File: src/rtl/aes_pkg.sv
// Shared types and constants for the AES-128 datapath: word/round-key types,
// round count, the key-schedule round constants and the expansion FSM states.
package aes_pkg;

  typedef logic [31:0]  word_t;
  typedef logic [127:0] roundkey_t;

  localparam int NR   = 10;
  localparam int KS_W = 128 * (NR + 1);

  localparam logic [7:0] RCON [1:10] = '{
    8'h01, 8'h02, 8'h04, 8'h08, 8'h10,
    8'h20, 8'h40, 8'h80, 8'h1b, 8'h36
  };

  typedef enum logic {IDLE, EXPAND} state_t;

  // Rounds outside 1..10 never reach the datapath, but returning zero keeps the lookup total.
  function automatic logic [7:0] rcon_lookup(input logic [3:0] r);
    if (r >= 4'd1 && r <= 4'd10) return RCON[r];
    else return 8'h00;
  endfunction

endpackage

File: src/rtl/aes_sbox.sv
// Combinational forward AES S-box, one byte in and one byte out.
// Used four times for SubWord and reusable by a SubBytes stage.
module aes_sbox (
  input  logic [7:0] plain,
  output logic [7:0] subst
);

  // Row-major table with entry 0 in the top byte, so ~plain selects the slot.
  localparam logic [2047:0] SBOX = {
    128'h637c777bf26b6fc53001672bfed7ab76,
    128'hca82c97dfa5947f0add4a2af9ca472c0,
    128'hb7fd9326363ff7cc34a5e5f171d83115,
    128'h04c723c31896059a071280e2eb27b275,
    128'h09832c1a1b6e5aa0523bd6b329e32f84,
    128'h53d100ed20fcb15b6acbbe394a4c58cf,
    128'hd0efaafb434d338545f9027f503c9fa8,
    128'h51a3408f929d38f5bcb6da2110fff3d2,
    128'hcd0c13ec5f974417c4a77e3d645d1973,
    128'h60814fdc222a908846eeb814de5e0bdb,
    128'he0323a0a4906245cc2d3ac629195e479,
    128'he7c8376d8dd54ea96c56f4ea657aae08,
    128'hba78252e1ca6b4c6e8dd741f4bbd8b8a,
    128'h703eb5664803f60e613557b986c11d9e,
    128'he1f8981169d98e949b1e87e9ce5528df,
    128'h8ca1890dbfe6426841992d0fb054bb16
  };

  logic [10:0] idx;

  assign idx   = {~plain, 3'b000};
  assign subst = SBOX[idx +: 8];

endmodule

File: src/rtl/aes_key_expansion.sv
// Sequential AES-128 key schedule: one round key per cycle into a flat
// 1408-bit register, plus a combinational round-key read port.
module aes_key_expansion
  import aes_pkg::*;
(
  input  logic              Clk,
  input  logic              Reset,
  input  logic              start,
  input  logic [127:0]      key,
  output logic              busy,
  output logic              done,
  output logic              valid,
  output logic [KS_W-1:0]   key_schedule,
  input  logic [3:0]        rd_round,
  output logic [127:0]      rd_key
);

  state_t      state;
  logic [3:0]  rnd;
  roundkey_t   w;

  word_t       w0, w1, w2, w3;
  word_t       rot, sub, temp;
  word_t       n0, n1, n2, n3;
  roundkey_t   next_w;
  logic [10:0] wr_base;
  logic [10:0] rd_base;

  assign w0 = w[127:96];
  assign w1 = w[95:64];
  assign w2 = w[63:32];
  assign w3 = w[31:0];

  assign rot = {w3[23:0], w3[31:24]};

  for (genvar i = 0; i < 4; i++) begin : g_subword
    aes_sbox u_sbox (
      .plain (rot[8*i +: 8]),
      .subst (sub[8*i +: 8])
    );
  end

  assign temp   = sub ^ {rcon_lookup(rnd), 24'h000000};
  assign n0     = w0 ^ temp;
  assign n1     = w1 ^ n0;
  assign n2     = w2 ^ n1;
  assign n3     = w3 ^ n2;
  assign next_w = {n0, n1, n2, n3};

  assign wr_base = {rnd, 7'b0000000};
  assign rd_base = {rd_round, 7'b0000000};

  // No valid gating here; the consumer is expected to qualify with valid.
  assign rd_key = (rd_round <= 4'(NR)) ? key_schedule[rd_base +: 128] : 128'b0;

  always_ff @(posedge Clk) begin
    if (Reset) begin
      state        <= IDLE;
      rnd          <= 4'd0;
      w            <= '0;
      key_schedule <= '0;
      busy         <= 1'b0;
      done         <= 1'b0;
      valid        <= 1'b0;
    end else begin
      done <= 1'b0;
      case (state)
        IDLE: begin
          if (start) begin
            w                   <= key;
            key_schedule[127:0] <= key;
            valid               <= 1'b0;
            rnd                 <= 4'd1;
            busy                <= 1'b1;
            state               <= EXPAND;
          end
        end
        EXPAND: begin
          key_schedule[wr_base +: 128] <= next_w;
          w                            <= next_w;
          rnd                          <= rnd + 4'd1;
          if (rnd == 4'(NR)) begin
            state <= IDLE;
            busy  <= 1'b0;
            done  <= 1'b1;
            valid <= 1'b1;
          end
        end
        default: state <= IDLE;
      endcase
    end
  end

endmodule

File: config.mk
export PLATFORM = sky130hd
export DESIGN_NAME = aes_key_expansion
export DESIGN_NICKNAME = d
export VERILOG_FILES = /design/src/rtl/aes_pkg.sv /design/src/rtl/aes_sbox.sv /design/src/rtl/aes_key_expansion.sv
export SDC_FILE = /design/constraint.sdc
export NUM_CORES = 2
export LEC_CHECK = 0
export ABC_AREA = 1
export BUFFER_PORTS_ARGS = -buffer_cell sky130_fd_sc_hd__buf_4
export CORE_AREA = 4 4 645 647
export CTS_CLUSTER_SIZE = 25
export DETAILED_ROUTE_END_ITERATION = 8
export DIE_AREA = 0 0 649 651
export SLEW_MARGIN = 20
export SYNTH_ARGS = -nofsm -noshare
export SYNTH_HDL_FRONTEND = slang
export SYNTH_SLANG_ARGS = --single-unit
File: constraint.sdc
create_clock -name Clk -period 8.65 [get_ports Clk]
set_input_delay 0 -clock Clk [delete_from_list [all_inputs] [get_ports Clk]]
set_output_delay 0 -clock Clk [all_outputs]
set_load 0.01 [all_outputs]
==> results.md <==
* Largest net degree at the start of global routing at 196
* Post-Syn Nets at 12.71k
* Post-CTS setup buffer count at 0
* Switch Pwr at 0.01196 W
* Avg WL per Cell at 35.85 um
* Worst path max stage delay at 930 ps
* DRC viols at 0
* Largest area contributor in the netlist: dfxtp_1
* Initial drt markers at 14.98k
* Synth top area share at 37.16%
* Placed cell areas at 99790 um^2
* CTS Buf Count at 198
* Fin area at 108100 um^2
* Hold endpoint: key_schedule[119]
* Syn Area/Cell at 6.650 um^2
* Maximum vdd drop at 0.0001763 V
* Internal power at 0.01420 W
* Num Clock Sinks at 1544
* Sequential element share of the synthesized area at 37.16%
* Comb pwr share at 36.6%
* Worst-path cell chain: inv_2 -> ha_1 -> nand2_1 -> nand3_1 -> nand3_1 -> nand3_1 -> nand2_1 -> nand2_1 -> nand3_1 -> nand3_1 -> nand2_2 -> nand2_1 -> nand3_1 -> nand2_1 -> nand2_1 -> nand2_2 -> nand4_1 -> a21oi_1
* Rel. slew slack at 9.657%
* Sw Ratio at 45.72%
* Mapped Area at 83180 um^2
* P&R area growth vs syn at 29.98%
* Setup Skew at 153.1 ps
* RD Place Congestion at 1.004
* Critical Path AT at 6490 ps
* Top delay family on crit path: simple AND/OR/NAND/NOR gates
* CTS tree: yes
* Synth top area cells: dfxtp_1, nand3_1, o21ai_0
* Initial antenna violation count at 85
* Period utilization at 65.91%
* Clock Tree Buf Depth at 4
* CP Data Required Time at 9440 ps
* Startpoint Class: register
* Reg clk slew, reported paths at 60 ps
* Count of buffer and inverter cells on the critical path at 1
* Global route overflow at 0
* RSZ-0062 raised after global routing: no
* Share of layout cells above drive strength 1 at 17.71%
* Critical R2R Capture: key_schedule[1154]
* CP max stage cell: dfxtp_1
* Wire length of the first global-routing pass at 901800 um
* Post-Synthesis Cells at 12.51k
* Synthesis Warnings at 0
* 1st-pass router iterations at 7
* Routed Wire Length at 688700 um
* Initial Utilization at 20.31%
* Count of final hold-check violations at 0
* Final min period at 5701 ps
* Worst r2r src: w[25]
* Die Span X at 649 um
* Hold depth at 4
* Fmax at 175.4 MHz
* Clock Power Share at 34.4%
* Via-per-instance ratio at 5.408
* Nets@finish at 13.76k
* Max-Cap Viols at 0
* DP Wirelength at 522200 um
* Clock root buffer: clkbuf_16
* Gr usage total at 30.82%
* R2r worst-path depth at 18
* Largest fanout on the critical path at 16
* Number of routed nets with antenna violations at 0
* Core Box Area at 409600 um^2
* LEAKAGE at 45.96 nW
* Critical Setup Path Class: register to register
* CTS H-tree lvls at 4
* Full die area at 422500 um^2
* Final setup fails at 0
* Worst skew pair latency at 1010 ps
* Final Max Slew Viols at 0
* Setup TNS at 0 ps
* Yosys reg bits at 1544
* Hold_ws at 57.36 ps
* IO Pins at 1674
* PostCTS Resize Cnt at 0
* Port Buf Inserts at 1673
* Via count at 103.9k
* Row count at 235
* Element type at the critical path end: register
* Flop2flop setup slack at 2950 ps
* Die Ht at 651 um
* Yosys cell types at 46
* Power per cell area at 241.9 nW/um^2
* Hold WC Path Type: input port to register
* Hold path start: key[119]
* Worst-Margin Slew at 1344 ps
* Status: finished clean
* Vias in the first global route at 93.57k
* Sequential share of power at 29.0%
metrics by stage:
stage / instances / total power, W / util (%) / setup slack, ps
after floorplan: 12510 / 0.01200 / - / 5684
after global placement: 18660 / 0.01704 / 24.32 / 3126
after detailed placement: 18670 / 0.01701 / 24.36 / 3134
after CTS: 19170 / 0.02603 / 26.37 / 3013
after global routing: 19190 / 0.02678 / 26.39 / 2717
final: 19210 / 0.02616 / 26.40 / 2949
cell type report:
cell class	count	area, um^2
clock buffer	267	5627
tap	5451	6820
fill	45680	301500
sequential	1544	30930
clock inverter	93	1184
inverter	1166	4489
antenna	42	105.1
timing repair buffer	2001	15770
multi-input combinational	8647	43200
worst register-to-register path, cell delays in order, from the launching register on:
cell and delay [ps]:
dfxtp_1 930, inv_2 310, ha_1 490, nand2_1 540
nand3_1 270, nand3_1 110, nand3_1 170, nand2_1 60
nand2_1 60, nand3_1 110, nand3_1 150, nand2_2 240
nand2_1 180, nand3_1 130, nand2_1 780, nand2_1 140
nand2_2 450, nand4_1 210, a21oi_1 180
layer usage:
layer | share of wire [%] | vias to the layer above | GRT usage, %
li1 | - | 45060 | -
met1 | 37 | 50400 | 35.94
met2 | 42 | 6899 | 46.41
met3 | 11 | 1501 | 10.36
met4 | 9.4 | 20 | 23.76
met5 | 0.019 | - | 0
sequential cells by signal, summed over array words and instances, names as in the netlist:
signal	flops
busy	1
done	1
key_schedule	1408
rnd	4
state	1
valid	1
w	128
power groups by stage:
stage               clock [W]  sequential [W]  combinational (W)
floorplan                   0         0.00760            0.00441
global placement            0         0.00773            0.00931
detailed placement          0         0.00773            0.00928
CTS                   0.00909         0.00757            0.00937
global route          0.00934         0.00759            0.00985
finish                0.00900         0.00758            0.00957
worst max path at each step:
stage / startpoint / to / slack [ps] / cells past startpoint
5_1_grt: w[25] / key_schedule[898] / 2720 / 18
2_1_floorplan: rnd[0] / key_schedule[605] / 5680 / 17
3_5_place_dp: w[25] / key_schedule[1154] / 3130 / 18
4_1_cts: w[25] / key_schedule[1154] / 3010 / 18
3_3_place_gp: w[25] / key_schedule[1154] / 3130 / 18
6_report: w[25] / key_schedule[1154] / 2950 / 18
synthesized netlist by cell type, drive strengths merged:
cell type,count
nand3,1985
nand2,1961
o21ai,1742
a21oi,1584
dfxtp,1544
inv,1158
clkbuf,841
nor2,489
buf,306
nand4,263
a31oi,179
a32o,128
o2111ai,107
nor3,77
ha,64
o31ai,22
o211ai,18
clkinv,8
xor2,7
nand3b,6
or2,5
dlygate4sd1,4
and3,3
a211oi,2
o32ai,2
and2,1
nor4,1
xnor2,1
repair_timing:
action / in CTS / in global routing
endpoints found under the setup margin: 0 / 0
hold endpoints to repair: 281 / 0
hold buffers: 141 / 0
placed cells by master (no fill, tap or decap), types with 13 or more instances in the layout:
| cell | n |
|---|---|
| nand3_1 | 1969 |
| nand2_1 | 1826 |
| buf_4 | 1823 |
| o21ai_0 | 1731 |
| a21oi_1 | 1582 |
| dfxtp_1 | 1533 |
| inv_1 | 1118 |
| nor2_1 | 474 |
| nand4_1 | 261 |
| clkbuf_16 | 200 |
| a31oi_1 | 179 |
| dlygate4sd3_1 | 141 |
| a32o_1 | 128 |
| nand2_2 | 115 |
| o2111ai_1 | 107 |
| nor3_1 | 66 |
| ha_1 | 63 |
| clkinv_2 | 46 |
| diode_2 | 42 |
| clkbuf_8 | 38 |
| clkbuf_1 | 30 |
| buf_12 | 23 |
| o31ai_1 | 22 |
| nand2_4 | 19 |
| bufinv_16 | 19 |
| inv_2 | 18 |
| o211ai_1 | 18 |
| nand3_2 | 16 |
| nor2_4 | 13 |
cell families after synthesis:
group                      share of synthesized area [%]
and+or+nand+nor                                    26.23
AOI/OAI and AO/OA                                  24.43
buffers and inverters                              11.13
DFF                                                37.16
adders and majority gates                         0.9627
xor gates and xnor gates                         0.08424
Power figures use the tool's default switching activity.
